<file path="config.mk">
export PLATFORM = sky130hd
export DESIGN_NAME = stoch_div_sched
export DESIGN_NICKNAME = d
export VERILOG_FILES = /design/src/rtl/stoch_div_sched.sv
export SDC_FILE = /design/constraint.sdc
export NUM_CORES = 1
export LEC_CHECK = 0
export CAP_MARGIN = 10
export CORE_ASPECT_RATIO = 0.9
export CORE_UTILIZATION = 53
export CTS_CLUSTER_SIZE = 30
export DETAILED_ROUTE_END_ITERATION = 10
export GPL_TIMING_DRIVEN = 1
export PLACE_DENSITY = 0.8
export REMOVE_ABC_BUFFERS = 1
export SETUP_SLACK_MARGIN = 0.1
export SYNTH_ARGS = -nofsm -noshare
export SYNTH_HDL_FRONTEND = slang
export SYNTH_SLANG_ARGS = --single-unit
export TNS_END_PERCENT = 100
</file>
<file path="constraint.sdc">
create_clock -name CLK -period 2.9 [get_ports CLK]
set_input_delay 0.29 -clock CLK [delete_from_list [all_inputs] [get_ports CLK]]
set_output_delay 0.29 -clock CLK [all_outputs]
set_load 0.05 [all_outputs]
</file>
<file path="src/rtl/stoch_div_sched.sv">
// -----------------------------------------------------------------------------
// stoch_div_sched
//
// Run controller for the element-wise stochastic divider array. A start
// request clears the divider array for one cycle. The controller then runs
// WARMUP_CYCLES bits so the divider feedback counters settle, and then runs
// len_q bits while it counts the ones on every divider output. The result is a
// per-element binary estimate of A./B.
//
// Optional feature: define STOCH_DIV_SCHED_ABORT_EN to add the `abort` input
// and the `aborted` status output (early termination of a run).
//
// Ports:
//   CLK        in   1                          clock, rising edge
//   RST        in   1                          synchronous active-high reset
//   start      in   1                          run request (sampled in IDLE/DONE)
//   num_bits   in   BITS_WIDTH                 run length, captured on start
//   abort      in   1                          (ABORT_EN only) terminate run
//   aborted    out  1                          (ABORT_EN only) last run aborted
//   busy       out  1                          high in CLEAR/WARMUP/RUN
//   done       out  1                          high in DONE
//   div_nRST   out  1                          active-low divider array reset
//   stream_en  out  1                          bitstream generator advance
//   Y          in   NUM_ROWS*NUM_COLS          divider outputs, (i,j) at i*NUM_COLS+j
//   counts     out  NUM_ROWS*NUM_COLS*COUNT_WIDTH  packed ones counts
// -----------------------------------------------------------------------------
module stoch_div_sched #(
    parameter int NUM_ROWS      = 2,
    parameter int NUM_COLS      = 2,
    parameter int BITS_WIDTH    = 10,
    parameter int WARMUP_CYCLES = 16,
    parameter int COUNT_WIDTH   = BITS_WIDTH + 1
) (
    input  logic                                        CLK,
    input  logic                                        RST,
    input  logic                                        start,
    input  logic [BITS_WIDTH-1:0]                       num_bits,
`ifdef STOCH_DIV_SCHED_ABORT_EN
    input  logic                                        abort,
    output logic                                        aborted,
`endif
    output logic                                        busy,
    output logic                                        done,
    output logic                                        div_nRST,
    output logic                                        stream_en,
    input  logic [NUM_ROWS*NUM_COLS-1:0]                Y,
    output logic [NUM_ROWS*NUM_COLS*COUNT_WIDTH-1:0]    counts
);

    localparam int NUM_EL = NUM_ROWS * NUM_COLS;
    // Warm-up counter needs to hold WARMUP_CYCLES itself; keep at least 1 bit.
    localparam int WARM_W = (WARMUP_CYCLES > 1) ? $clog2(WARMUP_CYCLES + 1) : 1;

    if (COUNT_WIDTH < BITS_WIDTH) begin : g_bad_count_width
        $error("stoch_div_sched: COUNT_WIDTH must be >= BITS_WIDTH");
    end

    typedef enum logic [2:0] {
        S_IDLE,
        S_CLEAR,
        S_WARMUP,
        S_RUN,
        S_DONE
    } state_t;

    state_t                  state_q;
    state_t                  state_d;
    logic [BITS_WIDTH-1:0]   len_q;
    logic [BITS_WIDTH-1:0]   run_cnt_q;
    logic [WARM_W-1:0]       warm_cnt_q;
    logic [COUNT_WIDTH-1:0]  cnt_q [NUM_EL];
    logic                    accept;
    logic                    abort_hit;

    // A start is only honoured when no run is in progress; it is not queued.
    assign accept = start && ((state_q == S_IDLE) || (state_q == S_DONE));

`ifdef STOCH_DIV_SCHED_ABORT_EN
    assign abort_hit = abort &&
                       ((state_q == S_CLEAR) || (state_q == S_WARMUP) || (state_q == S_RUN));
`else
    assign abort_hit = 1'b0;
`endif

    // ---- next-state decode ----
    always_comb begin
        state_d = state_q;
        case (state_q)
            S_IDLE, S_DONE: begin
                if (start) state_d = S_CLEAR;
            end
            S_CLEAR: begin
                if (WARMUP_CYCLES > 0)    state_d = S_WARMUP;
                else if (len_q != '0)     state_d = S_RUN;
                else                      state_d = S_DONE;
            end
            S_WARMUP: begin
                if (warm_cnt_q == WARM_W'(1)) begin
                    state_d = (len_q != '0) ? S_RUN : S_DONE;
                end
            end
            S_RUN: begin
                if (run_cnt_q == BITS_WIDTH'(1)) state_d = S_DONE;
            end
            default: state_d = S_IDLE;
        endcase
        if (abort_hit) state_d = S_DONE;
    end

    // ---- state, length and phase counters; outputs registered from state_d ----
    always_ff @(posedge CLK) begin
        if (RST) begin
            state_q    <= S_IDLE;
            len_q      <= '0;
            run_cnt_q  <= '0;
            warm_cnt_q <= '0;
            busy       <= 1'b0;
            done       <= 1'b0;
            div_nRST   <= 1'b0;
            stream_en  <= 1'b0;
        end else begin
            state_q <= state_d;
            if (accept) len_q <= num_bits;

            if ((state_d == S_WARMUP) && (state_q != S_WARMUP)) begin
                warm_cnt_q <= WARM_W'(WARMUP_CYCLES);
            end else if (state_q == S_WARMUP) begin
                warm_cnt_q <= warm_cnt_q - WARM_W'(1);
            end

            // len_q is already a flop when RUN is entered, so it is safe to load.
            if ((state_d == S_RUN) && (state_q != S_RUN)) begin
                run_cnt_q <= len_q;
            end else if (state_q == S_RUN) begin
                run_cnt_q <= run_cnt_q - BITS_WIDTH'(1);
            end

            busy      <= (state_d == S_CLEAR) || (state_d == S_WARMUP) || (state_d == S_RUN);
            done      <= (state_d == S_DONE);
            // Array stays in reset while IDLE; DONE only freezes it.
            div_nRST  <= (state_d == S_WARMUP) || (state_d == S_RUN) || (state_d == S_DONE);
            stream_en <= (state_d == S_WARMUP) || (state_d == S_RUN);
        end
    end

`ifdef STOCH_DIV_SCHED_ABORT_EN
    always_ff @(posedge CLK) begin
        if (RST)            aborted <= 1'b0;
        else if (accept)    aborted <= 1'b0;
        else if (abort_hit) aborted <= 1'b1;
    end
`endif

    // ---- per-element ones counters ----
    always_ff @(posedge CLK) begin
        for (int k = 0; k < NUM_EL; k++) begin
            if (RST || accept) begin
                cnt_q[k] <= '0;
            end else if (state_q == S_RUN) begin
                cnt_q[k] <= cnt_q[k] + COUNT_WIDTH'(Y[k]);
            end
        end
    end

    for (genvar g = 0; g < NUM_EL; g++) begin : g_pack
        assign counts[g*COUNT_WIDTH +: COUNT_WIDTH] = cnt_q[g];
    end

endmodule

</file>
==> flow_summary.ini <==
[outcome]
outcome = completed

[place]
dp.cells = 527
io_buffers = 64
place_area_um2 = 4570
gp_congestion = 0.894
hpwl_um = 5590

[finish]
final_cells = 543
drive_gt1_share_pct = 5.74
layout.nets = 477
fin_area_um2 = 4740
syn_to_final_growth_pct = 24.3
antenna_cells = 0

[setup_path]
critPathKind = reg2reg
worstSetupEndpointType = flop
regToRegEndpoint = cnt_q[1][1]
rr_worst_depth = 4
startpoint_type = flop
critPathSlowestCell = nor3_1
timing.rr.start = state_q[0]
required_ns = 3.11
cp.arrival_ns = 2.20
slowest_delay_ns = 0.66
crit_chain = nand3b_1, buf_4, nor3_1, and2_1
rrSetupSlack_ns = 0.91
crit_fanout = 15

[clock_network]
post_cts.repair.setup_buffers = 0
clk_pin_slew_ns = 0.08
ctsResizeCount = 0
clock_sinks = 76
cts-root-buf = clkbuf_8
holdBufCountCts = 0
clkLatencyLatePin_ns = 0.35
cts_max_level = 3
cts_buffers = 9
cts_tree = yes
clk_path_buf_depth = 2

[drt]
vias = 3075
firstDrtPassIters = 5
via_per_inst = 5.66
ant_nets = 0
drt-total-wl_um = 7960
post_drt_wl_per_cell_um = 14.7
remaining_drc_errors = 0
initialDrtViolationCount = 196

[min_path]
hold_depth = 2
hold_start = len_q[2]
hp-class = reg2reg
min_to = len_q[2]

[timing]
tightestPinTransition_ns = 0.797
fin_skew_ns = 0.0115
max_slew_margin_pct = 46.5
setup_viol_count_final = 0
hold_viol = 0
period_needed_ns = 1.99
fin_tns_setup_ns = 0
fmax_mhz = 503
holdWs_ns = 0.484
fin_crit_sh_pct = 68.6
rsz0062_at_grt = no
slew_viol_final = 0

[die]
num_rows = 28
core_um2 = 6760
dieArea_um2 = 7540
die_h_um = 82.5
die_w_um = 91.4
io_pins = 65
initial_core_util_pct = 56.4

[global_route]
overflow = 0
grt_pass1_vias = 2830
grt_pass1_wl_um = 13300
grt_use_total_pct = 22.7
grt_antenna_before_repair = 0
grt_max_degree = 45

[yosys]
synth.distinct_cells = 51
syn-cell-area_um2 = 3810
avgSynthCellArea_um2 = 9.96
seq_area_frac_synth_pct = 51.4
synth_warnings = 0
ys_seq_elements = 76
synthArstFlopShare_pct = 0
netlist_instances = 383
synth_edf_count = 44
synth_flop_cell = edfxtp_1

[flow_run]
maxCapViolCount = 0

[power_and_ir_drop]
vdd_drop_max_v = 0.000412
power_density_nw_per_um2 = 539
power.total_w = 0.00256
p_leak_nw = 1.69
-- worst max-delay path: cells and delay by family, from the launching register on --
family	cells	cell delay, ns
DFF	1	0.62
and+or+nand+nor	3	1.02
buffers and inverters	1	0.21
-- layout make-up --
cell class	count	area, um^2
Fill cell	519	2020
Sequential cell	76	1960
Multi-Input combinational cell	286	1770
Timing Repair Buffer	69	703
Clock buffer	9	124
Tap cell	90	113
Clock inverter	7	43.8
Inverter	6	22.5
-- report_power, final --
part | internal (W) | switching, W
combinational | 0.000200 | 0.000345
sequential | 0.00122 | 0.0000911
clock | 0.000306 | 0.000391
total | 0.00173 | 0.000827
-- logic make-up (layout without fill, tap and decap cells) --
| kind of cell | count (synthesis) | after routing | synth area share (%) |
|---|---|---|---|
| AND/OR/NAND/NOR | 181 | 181 | 24.0 |
| adder cells (fa/ha/maj) | 12 | 12 | 3.94 |
| flip-flops | 76 | 76 | 51.4 |
| XOR/XNOR | 37 | 37 | 8.50 |
| multiplexers | 2 | 2 | 0.525 |
| buffers and inverters | 21 | 91 | 2.13 |
| AO/OA/AOI/OAI | 54 | 54 | 9.45 |
-- per-layer routing --
| metal | GRT usage, % | vias to the layer above | part of all wire [%] |
|---|---|---|---|
| li1 | - | 1516 | - |
| met4 | 6.67 | 0 | 0.84 |
| met1 | 29.4 | 1454 | 46 |
| met3 | 6.04 | 6 | 5.5 |
| met2 | 37.7 | 99 | 48 |
| met5 | 0 | - | 0 |
-- registers in the layout, summed over array words and instances, names as in the netlist --
name and cells:
cnt_q 44, len_q 10, run_cnt_q 10, warm_cnt_q 5, state_q 3, busy 1
div_nRST 1, done 1, stream_en 1
-- how the worst max path moves through the flow --
stage / endpoint / from / cells past startpoint
floorplan: cnt_q[0][0] / state_q[0] / 3
global placement: cnt_q[0][21] / start / 6
detailed placement: cnt_q[1][1] / start / 5
CTS: cnt_q[1][1] / state_q[0] / 4
global route: cnt_q[1][12] / state_q[0] / 4
finish: cnt_q[1][1] / state_q[0] / 4
-- Yosys cell counts, types with 5 or more instances --
cell type / n / area share [%]
nor2_1: 55 / 5.4
edfxtp_1: 44 / 35
nand2_1: 37 / 3.6
dfxtp_1: 32 / 17
xor2_1: 26 / 6.0
a21oi_1: 23 / 3.0
nand3_1: 15 / 2.0
clkbuf_1: 12 / 1.2
ha_1: 12 / 3.9
nand4_1: 12 / 2.0
nor3_1: 12 / 1.6
and2_1: 11 / 1.8
xnor2_1: 11 / 2.5
and3_1: 7 / 1.1
inv_1: 6 / 0.59
and4_1: 5 / 1.1
nand2b_1: 5 / 0.82
-- layout by cell type, fill, tap and decap left out, types with 6 or more instances in the layout --
master           netlist  routed
ha_1                  12      12
and2_1                11      11
xnor2_1               11      11
nand4_1               12      12
xor2_1                26      26
clkbuf_8               0       9
and3_1                 7       7
edfxtp_1              44      44
a21oi_1               23      23
nor2_1                55      55
inv_1                  6       6
nand2_1               37      36
nor3_1                12      12
dfxtp_1               32      32
clkdlybuf4s50_1        0      64
nand3_1               15      15
-- per-stage QoR --
stage / util [%] / setup WS (ns)
5_1_grt: 70.1 / 0.681
3_3_place_gp: 67.6 / 0.814
2_1_floorplan: - / 0.221
6_report: 70.1 / 0.911
3_5_place_dp: 67.6 / 0.770
4_1_cts: 70.1 / 0.876
(Power assumes the default switching activity.)
